## src/rtl/dsa_pkg.sv

```systemverilog
// Shared definitions for the digit-serial adder.
//  - FSM state encoding (fixed numeric codes plus a typed enum built on them)
//  - cnt_width(): digit-counter width, clog2(ndig) with a floor of 1 bit
package dsa_pkg;

  localparam logic [1:0] S_IDLE = 2'd0;
  localparam logic [1:0] S_RUN  = 2'd1;
  localparam logic [1:0] S_DONE = 2'd2;

  typedef enum logic [1:0] {
    StIdle = S_IDLE,
    StRun  = S_RUN,
    StDone = S_DONE
  } state_e;

  function automatic int unsigned cnt_width(input int unsigned ndig);
    int unsigned w;
    w = (ndig <= 1) ? 1 : int'($clog2(ndig));
    return w;
  endfunction

endpackage

```

## src/rtl/digit_serial_add_if.sv

```systemverilog
// Handshake bundle of the digit-serial adder.
//  master: operand producer / result consumer (drives in_valid, a, b, cin, out_ready)
//  slave : the adder (drives in_ready, out_valid, c, cout)
interface digit_serial_add_if #(
  parameter int unsigned WIDTH = 8
);

  logic             in_valid;
  logic             in_ready;
  logic [WIDTH-1:0] a;
  logic [WIDTH-1:0] b;
  logic             cin;
  logic             out_valid;
  logic             out_ready;
  logic [WIDTH-1:0] c;
  logic             cout;

  modport master (
    output in_valid, a, b, cin, out_ready,
    input  in_ready, out_valid, c, cout
  );

  modport slave (
    input  in_valid, a, b, cin, out_ready,
    output in_ready, out_valid, c, cout
  );

endinterface

```

## src/rtl/digit_add.sv

```systemverilog
// Combinational DIGIT-bit adder: {cout, c} = a + b + cin.
// Kept as a separate cell so a library ADD_DIGIT_DIGIT primitive can replace it.
//  a, b : DIGIT-bit addends
//  cin  : carry-in
//  c    : DIGIT-bit sum
//  cout : carry out of bit DIGIT-1
module digit_add #(
  parameter int unsigned DIGIT = 2
) (
  input  logic [DIGIT-1:0] a,
  input  logic [DIGIT-1:0] b,
  input  logic             cin,
  output logic [DIGIT-1:0] c,
  output logic             cout
);

  always_comb begin
    {cout, c} = {1'b0, a} + {1'b0, b} + (DIGIT + 1)'(cin);
  end

endmodule

```

## src/rtl/digit_serial_add.sv

```systemverilog
// Digit-serial adder: c = a + b + cin with carry-out, DIGIT bits per clock.
// Operands are captured on the input handshake, summed LSB digit first over
// NDIG = WIDTH/DIGIT clocks, then the result is held until the output handshake.
//  clk, rst_n : rising-edge clock, asynchronous active-low reset
//  bus        : slave side of digit_serial_add_if
//               in_valid/in_ready + a, b, cin   -> operands
//               out_valid/out_ready + c, cout   -> result
module digit_serial_add
  import dsa_pkg::*;
#(
  parameter int unsigned WIDTH = 8,
  parameter int unsigned DIGIT = 2
) (
  input  logic                   clk,
  input  logic                   rst_n,
  digit_serial_add_if.slave      bus
);

  localparam int unsigned NDIG = WIDTH / DIGIT;
  localparam int unsigned CW   = cnt_width(NDIG);

  state_e state_q, state_d;

  logic [WIDTH-1:0] a_q, a_d;
  logic [WIDTH-1:0] b_q, b_d;
  logic [WIDTH-1:0] res_q, res_d;
  logic             carry_q, carry_d;
  logic [CW-1:0]    cnt_q, cnt_d;

  logic [DIGIT-1:0]       dig_sum;
  logic                   dig_cout;
  logic [WIDTH+DIGIT-1:0] res_cat;

  digit_add #(
    .DIGIT (DIGIT)
  ) u_digit_add (
    .a    (a_q[DIGIT-1:0]),
    .b    (b_q[DIGIT-1:0]),
    .cin  (carry_q),
    .c    (dig_sum),
    .cout (dig_cout)
  );

  // New digit enters at the MSB end; after NDIG shifts digit 0 sits at the LSB.
  // Works for DIGIT == WIDTH too, where the whole register is replaced.
  assign res_cat = {dig_sum, res_q};

  // ---------------------------------------------------------------------------
  // FSM: state register
  // ---------------------------------------------------------------------------
  always_ff @(posedge clk or negedge rst_n) begin
    if (!rst_n) begin
      state_q <= StIdle;
    end else begin
      state_q <= state_d;
    end
  end

  // ---------------------------------------------------------------------------
  // FSM: next state
  // ---------------------------------------------------------------------------
  always_comb begin
    state_d = state_q;
    unique case (state_q)
      StIdle: if (bus.in_valid)              state_d = StRun;
      StRun:  if (cnt_q == CW'(NDIG - 1))    state_d = StDone;
      StDone: if (bus.out_ready)             state_d = StIdle;
      default:                               state_d = StIdle;
    endcase
  end

  // ---------------------------------------------------------------------------
  // FSM: outputs
  // ---------------------------------------------------------------------------
  always_comb begin
    bus.in_ready  = (state_q == StIdle);
    bus.out_valid = (state_q == StDone);
  end

  // Result and carry registers feed the outputs directly; they only move in
  // RUN, so they stay stable through DONE and keep their value in IDLE.
  // The carry register is loaded with cin on accept, so cout is only
  // meaningful while out_valid is high.
  assign bus.c    = res_q;
  assign bus.cout = carry_q;

  // ---------------------------------------------------------------------------
  // Datapath next state
  // ---------------------------------------------------------------------------
  always_comb begin
    a_d     = a_q;
    b_d     = b_q;
    res_d   = res_q;
    carry_d = carry_q;
    cnt_d   = cnt_q;
    unique case (state_q)
      StIdle: begin
        if (bus.in_valid) begin
          a_d     = bus.a;
          b_d     = bus.b;
          carry_d = bus.cin;
          cnt_d   = '0;
        end
      end
      StRun: begin
        a_d     = a_q >> DIGIT;
        b_d     = b_q >> DIGIT;
        res_d   = res_cat[WIDTH+DIGIT-1:DIGIT];
        carry_d = dig_cout;
        cnt_d   = cnt_q + CW'(1);
      end
      default: ;
    endcase
  end

  always_ff @(posedge clk or negedge rst_n) begin
    if (!rst_n) begin
      a_q     <= '0;
      b_q     <= '0;
      res_q   <= '0;
      carry_q <= 1'b0;
      cnt_q   <= '0;
    end else begin
      a_q     <= a_d;
      b_q     <= b_d;
      res_q   <= res_d;
      carry_q <= carry_d;
      cnt_q   <= cnt_d;
    end
  end

endmodule

```

## src/flat_wrapper.sv

```systemverilog
// flat-port wrapper written by rule: the top's interface ports become plain ports
module digit_serial_add_flat import dsa_pkg::*;
#(
  parameter int unsigned WIDTH = 8,
  parameter int unsigned DIGIT = 2
)
  (clk, rst_n, bus_in_valid, bus_a, bus_b, bus_cin, bus_out_ready, bus_in_ready, bus_out_valid, bus_c, bus_cout);
  digit_serial_add_if #(.WIDTH(WIDTH)) bus_i ();
  input  logic clk;
  input  logic rst_n;
  input wire logic [$bits(bus_i.in_valid)-1:0] bus_in_valid;
  input wire logic [$bits(bus_i.a)-1:0] bus_a;
  input wire logic [$bits(bus_i.b)-1:0] bus_b;
  input wire logic [$bits(bus_i.cin)-1:0] bus_cin;
  input wire logic [$bits(bus_i.out_ready)-1:0] bus_out_ready;
  output wire logic [$bits(bus_i.in_ready)-1:0] bus_in_ready;
  output wire logic [$bits(bus_i.out_valid)-1:0] bus_out_valid;
  output wire logic [$bits(bus_i.c)-1:0] bus_c;
  output wire logic [$bits(bus_i.cout)-1:0] bus_cout;
  assign bus_i.in_valid = bus_in_valid;
  assign bus_i.a = bus_a;
  assign bus_i.b = bus_b;
  assign bus_i.cin = bus_cin;
  assign bus_i.out_ready = bus_out_ready;
  assign bus_in_ready = bus_i.in_ready;
  assign bus_out_valid = bus_i.out_valid;
  assign bus_c = bus_i.c;
  assign bus_cout = bus_i.cout;
  digit_serial_add #(.WIDTH(WIDTH), .DIGIT(DIGIT)) u_core (.clk(clk), .rst_n(rst_n), .bus(bus_i));
endmodule
```

## config.mk

```make
export PLATFORM = sky130hd
export DESIGN_NAME = digit_serial_add_flat
export DESIGN_NICKNAME = d
export VERILOG_FILES = /design/src/rtl/dsa_pkg.sv /design/src/rtl/digit_serial_add_if.sv /design/src/rtl/digit_add.sv /design/src/rtl/digit_serial_add.sv /design/src/flat_wrapper.sv
export SDC_FILE = /design/constraint.sdc
export NUM_CORES = 1
export LEC_CHECK = 0
export ABC_AREA = 1
export CORE_MARGIN = 3
export CORE_UTILIZATION = 53
export DETAILED_ROUTE_END_ITERATION = 6
export PLACE_DENSITY = 0.88
export SETUP_SLACK_MARGIN = 0.05
export SLEW_MARGIN = 0
export SYNTH_ARGS = -nofsm -noshare
export SYNTH_HDL_FRONTEND = slang
export SYNTH_HIERARCHICAL = 1
export SYNTH_SLANG_ARGS = --single-unit
```

## constraint.sdc

```tcl
create_clock -name clk -period 2.3 [get_ports clk]
set_input_delay 0.23 -clock clk [delete_from_list [all_inputs] [get_ports clk]]
set_output_delay 0.23 -clock clk [all_outputs]
set_load 0.005 [all_outputs]
```

==> impl_metrics.csv <==
group,metric,value,unit
synthesis,ys_seq_area_frac,0.500,
floorplan,die_x,58.3,µm
placed_design,gp_congestion,0.763,
worst_setup_path,cp.arrival,1.85,ns
sta,whs,0.282,ns
worst_setup_path,critPathLaunchType,"register",
power,p_per_area,1330,nW/µm²
global_routing,track_usage,0.195,
floorplan,start_util,0.570,
synthesis,synthDominantCellAreaShare,0.500,
sta,worst_pin_slew,0.404,ns
clock_tree,cts-resized-gates,0,
global_routing,grt_max_degree,38,
synthesis,synth.top_cells.by_count,"nand2_1 (54), inv_1 (39), dfrtp_1 (29)",
detailed_routing,vias,1246,
clock_tree,cts_hold_buf,0,
floorplan,core,2540,µm²
floorplan,fp.dieH,58.3,µm
outcome,status,"complete, no violations",
worst_setup_path,critPathMaxFanout,2,
placed_design,portBuffers,31,
power,p_leak,0.969,nW
worst_setup_path,worst-path-buf-inv,2,
floorplan,dieArea,3400,µm²
worst_setup_path,r2r_end,"u_core/bus.c[7]$_DFFE_PN0N_",
placed_design,place_area,1760,µm²
worst_setup_path,crit_chain,"inv_1, fa_1, fa_1, inv_1, nand2_1, o21ai_0",
worst_setup_path,r2r_slack,0.65,ns
sta,fin_ws,0.648,ns
global_routing,grt-ovfl-total,0,
placed_design,pre_cts_slack,0.683,ns
clock_tree,ctsRootBufferMaster,"clkbuf_4",
cells_and_area,syn_to_final_growth,25.3,%
detailed_routing,finalWirelength,2960,µm
synthesis,syn_inst,184,
floorplan,pin_count,32,
detailed_routing,drtPass1Iterations,4,
detailed_routing,wl_per_cell,12.0,µm
detailed_routing,drc_errors,0,
cells_and_area,fillers,212,
global_routing,antenna_found_initial,0,
global_routing,first_global_vias,1182,
cells_and_area,final_area,1820,µm²
floorplan,rows,18,
clock_tree,clock_latency,0.33,ns
power,power,2.41,mW
sta,min_period_over_period,0.718,
sta,slew_violations,0,
sta,tns,0,ns
synthesis,syn_nets,208,
synthesis,synth-seq-cells,29,
clock_tree,cts_made_buffers,5,
worst_setup_path,reg2regPathDepth,6,
synthesis,ys_warn_count,6,
cells_and_area,stdcell_count,246,
worst_setup_path,cp.required,2.50,ns
clock_tree,clkSlewWorstSetupHoldPaths,0.09,ns
cells_and_area,n_antenna_cell,0,
synthesis,synthFlopType,"dfrtp_1",
synthesis,synth.lib_cells_used.distinct,18,
detailed_routing,drtIter0Drc,46,
worst_setup_path,cpMaxStageDelayCell,"fa_1",
worst_setup_path,cpPeakStageDelay,0.49,ns
worst_setup_path,crit_family,"adder cells",
worst_setup_path,crit_type,"register to register",
sta,clock.fmax,605,MHz
sta,hold_viol,0,
clock_tree,h-tree-depth,2,
power,max-vdd-ir-drop,0.946,mV
placed_design,dp_cells,239,
cells_and_area,drive_above_1_share,0.0648,
worst_setup_path,reg2reg_from,"u_core/a_q[0]$_DFFE_PN0P_",
cells_and_area,nets,240,
synthesis,synth_area_leaders,"dfrtp_1 (50%), nand2_1 (14%), inv_1 (10%)",
placed_design,dpl.hpwl,2060,µm
job,cap_violations,0,
hold_path,holdCritPathClass,"input port to asynchronous set/reset pin",
synthesis,synth_top_cell_by_area,"dfrtp_1",
clock_tree,cts_tree,"yes",
sta,slew_headroom,0.731,
sta,period_needed,1.65,ns
synthesis,synth_edf_count,0,
cells_and_area,utilization,0.714,
sta,setup_viol,0,
sta,skew,0.00696,ns
global_routing,grt_pass1_wl,4930,µm
clock_tree,post_cts_buffers,0,
sta,rsz0062_at_grt,"false",
synthesis,synth.most_common_cell,"nand2_1",
clock_tree,clk_path_buf_depth,2,
detailed_routing,viasPerCell,5.07,
synthesis,syn_avg_cell_area,7.88,µm²
detailed_routing,ant_nets,0,
synthesis,ys_async_sr_fraction,1.00,
synthesis,synth_area,1450,µm²
worst_setup_path,crit_path_end_kind,"register",
clock_tree,cts.sinks,29,
worst_setup_path,cp.depth,6,
-- how the worst max path moves through the flow --
stage	start	end	slack, ns
6_report	u_core/a_q[0]$_DFFE_PN0P_	u_core/bus.c[7]$_DFFE_PN0N_	0.65
5_1_grt	u_core/state_q[1]$_DFFE_PN0P_	bus_out_valid	0.54
4_1_cts	u_core/state_q[1]$_DFFE_PN0P_	bus_out_valid	0.64
3_5_place_dp	u_core/a_q[0]$_DFFE_PN0P_	u_core/bus.c[7]$_DFFE_PN0N_	0.68
3_3_place_gp	u_core/a_q[0]$_DFFE_PN0P_	u_core/bus.c[7]$_DFFE_PN0N_	0.74
2_1_floorplan	u_core/a_q[0]$_DFFE_PN0P_	u_core/bus.c[7]$_DFFE_PN0N_	0.77
-- placed cells by master, fill, tap and decap left out --
cell type,Yosys,routed
nor2_1,4,4
nand2_1,54,54
buf_4,2,2
o31ai_1,1,1
clkbuf_4,0,5
a21oi_2,1,1
nand3_1,27,27
nor2_2,1,1
clkbuf_1,0,1
dfrtp_1,29,29
inv_2,1,1
clkdlybuf4s50_1,0,31
o22ai_1,1,1
o21ai_0,12,12
inv_1,39,39
ha_1,1,1
nand2_2,1,1
nand2_4,2,2
fa_1,2,2
clkbuf_8,0,1
-- cells by family after synthesis --
logic type,after synthesis,share of synthesized area
and+or+nand+nor,89,0.267
buffers and inverters,48,0.139
DFF,29,0.500
AOI/OAI and AO/OA,15,0.0570
adders and majority gates,3,0.0362
-- flip-flops by register name, indices dropped and copies added (netlist names) --
name	flops
u_core/cnt_q	2
u_core/a_q	8
u_core/state_q	2
u_core/b_q	8
u_core/bus.c	8
u_core/bus.cout	1
-- routing by layer --
layer  GRT usage  part of all wire  vias to the layer above
met5           0                 0                        -
met4      0.0629             0.010                        0
met3      0.0746             0.082                        3
met2       0.346              0.51                       51
met1       0.214              0.40                      578
li1            -                 -                      614
-- report_power, final --
group | internal, mW | switching [mW] | total, mW
clock | 0.144 | 0.164 | 0.308
combinational | 0.497 | 0.712 | 1.21
sequential | 0.754 | 0.137 | 0.891
-- final cells by class --
class                           count  area, µm²  area share
Clock buffer                        7       55.1      0.0303
Timing Repair Buffer               33        325       0.179
Sequential cell                    29        726       0.399
Inverter                           40        150      0.0826
Tap cell                           30       37.5      0.0207
Multi-Input combinational cell    107        523       0.288
-- worst reg2reg max path, delay by kind of cell, from the launching register on --
| kind | cells | cell delay, ns |
|---|---|---|
| compound gates | 1 | 0.07 |
| fa+ha+maj | 2 | 0.92 |
| buf+inv | 2 | 0.10 |
| flops | 1 | 0.36 |
| simple gates | 1 | 0.06 |
No activity file was read; power rests on OpenSTA's default activity.
==> RTL change, RTL diff (same flow settings) <==
`DIGIT` is set to 2 in 3 places; all go to 4.
--- a/src/rtl/digit_add.sv
+++ b/src/rtl/digit_add.sv
@@ -5,7 +5,7 @@
 //  c    : DIGIT-bit sum
 //  cout : carry out of bit DIGIT-1
 module digit_add #(
-  parameter int unsigned DIGIT = 2
+  parameter int unsigned DIGIT = 4
 ) (
   input  logic [DIGIT-1:0] a,
   input  logic [DIGIT-1:0] b,
--- a/src/rtl/digit_serial_add.sv
+++ b/src/rtl/digit_serial_add.sv
@@ -9,7 +9,7 @@
   import dsa_pkg::*;
 #(
   parameter int unsigned WIDTH = 8,
-  parameter int unsigned DIGIT = 2
+  parameter int unsigned DIGIT = 4
 ) (
   input  logic                   clk,
   input  logic                   rst_n,
--- a/src/flat_wrapper.sv
+++ b/src/flat_wrapper.sv
@@ -2,7 +2,7 @@
 module digit_serial_add_flat import dsa_pkg::*;
 #(
   parameter int unsigned WIDTH = 8,
-  parameter int unsigned DIGIT = 2
+  parameter int unsigned DIGIT = 4
 )
   (clk, rst_n, bus_in_valid, bus_a, bus_b, bus_cin, bus_out_ready, bus_in_ready, bus_out_valid, bus_c, bus_cout);
   digit_serial_add_if #(.WIDTH(WIDTH)) bus_i ();
Formal check against the unedited RTL: not equivalent (a bounded check fails within 4 cycles, from zero or initial values and one cycle with rst_n low).
==> RTL change against the unedited design <==
- sequential cell count down 1
- combinational power rose by 6%
- synthesized area fell by 2.4%
- global-route usage shrank 2.3 points
- largest cell class unchanged
- sequential power up 0.6%
- setup slack got worse by 0.19 ns
- wire length is 8.3% lower
- sequential share of layout area fell by 0.20 points
- power decreased by 1.4%
- hold slack got worse by 0.027 ns
- clock skew down 0.0045 ns
- cell area down 3.0%
- clock power decreased by 36%
==> RTL change: results (changes against the unedited design) <==
stage	metric	value	unit	change
status	outcome	complete, no violations		unchanged
power_and_ir_drop	power.leakage	0.943	nW	was 0.969 nW
logic_synthesis	synthTopCellsByCount	55 x nand2_1, 31 x inv_1, 30 x nand3_1, 28 x dfrtp_1, 7 x nor2_1		was 54 x nand2_1, 39 x inv_1, 29 x dfrtp_1, 27 x nand3_1, 12 x o21ai_0
layout	fin_cells	241		was 246
layout	nets	239		was 240
sta	fmaxAchievable	0.542	GHz	was 0.605 GHz
power_and_ir_drop	combPwrFrac	54.0	%	was 50.2%
layout	inverters	33		was 40
layout	comb.multi_input.count	114		was 107
sta	holdWs	0.255	ns	was 0.282 ns
global_routing	grt_max_degree	29		was 38
place	gp_congestion	0.841		was 0.763
worst_setup_path	critPathMaxFanout	13		was 2
place	hpwl	1.99	mm	was 2.06 mm
place	placed_cell_area	0.00174	sq mm	was 0.00176 sq mm
clocking	htree_levels	1		was 2
global_routing	grt_use_total	17.3	%	was 19.5%
logic_synthesis	yosysSeqAreaShare	49.5	%	was 50.0%
worst_setup_path	r2r_cells	6		unchanged
worst_setup_path	crit_family	flip-flops		was adder cells
floorplan	core	0.00250	sq mm	was 0.00254 sq mm
power_and_ir_drop	power.density	1350	mW/mm^2	was 1330 mW/mm^2
layout	clock_buffers	3		was 7
place	dpl_worst_slack	0.688	ns	was 0.683 ns
global_routing	grt_pass1_vias	1090		was 1182
logic_synthesis	synthTopCellsByArea	dfrtp_1 50%, nand2_1 15%, nand3_1 11%		was dfrtp_1 50%, nand2_1 14%, inv_1 10%
layout	multi_input_area_share	31.4	%	was 28.8%
layout	final-nonclk-buf-share	18.5	%	was 17.9%
layout	fillers	197		was 212
clocking	cts-root-buf	clkbuf_4		unchanged
logic_synthesis	ys_types	15		was 18
worst_setup_path	worst_path_largest_cell_delay	0.56	ns	was 0.49 ns
layout	antenna_cells	0		unchanged
power_and_ir_drop	peakVddDrop	0.879	mV	was 0.946 mV
layout	seq_share	39.7	%	was 39.9%
layout	clkCellAreaFrac	1.28	%	was 3.03%
clocking	clk_pin_slew	0.14	ns	was 0.09 ns
place	dp_cells	238		was 239
sta	clock_skew	0.00246	ns	was 0.00696 ns
global_routing	grt_pass1_wl	4.46	mm	was 4.93 mm
logic_synthesis	synth_cells	181		was 184
worst_setup_path	critPathArrivalTime	1.61	ns	was 1.85 ns
sta	tightest_slew	0.432	ns	was 0.404 ns
clocking	post_cts_buffers	0		unchanged
detailed_routing	wl	2.72	mm	was 2.96 mm
clocking	cts.sinks	28		was 29
power_and_ir_drop	pg_clk	196	uW	was 308 uW
power_and_ir_drop	clkPwrFrac	8.2	%	was 12.8%
layout	layout-drive-gt1-share	4.74	%	was 6.48%
min_path	hp-class	in -> async		unchanged
## RTL change: kinds of logic (layout without fill, tap and decap cells)
| group | after synthesis | after routing | synth area share [%] |
|---|---|---|---|
| simple gates | 95 | 95 | 28.4 |
| buf+inv | 39 | 69 | 11.4 |
| flops | 28 | 28 | 49.5 |
| compound gates | 13 | 13 | 4.60 |
| fa+ha+maj | 5 | 5 | 5.48 |
| xor+xnor | 1 | 1 | 0.619 |
## RTL change: final timing paths
check / from / to
hold reg to reg: u_core/bus.c[0] / u_core/bus.c[0]
hold / removal: rst_n / u_core/bus.c[4]
setup reg to reg: u_core/a_q[0] / u_core/bus.c[5]
min in group clk: bus_a[7] / u_core/a_q[7]
max in group asynchronous: rst_n / u_core/bus.c[1]
setup / recovery: u_core/state_q[0] / bus_out_valid
## RTL change: metal layers
layer	track usage, %	vias to the layer above	wire, um
li1	-	614	-
met1	20.5	515	1100
met2	31.0	36	1410
met3	2.23	4	166
met4	7.95	0	46
met5	0	-	0
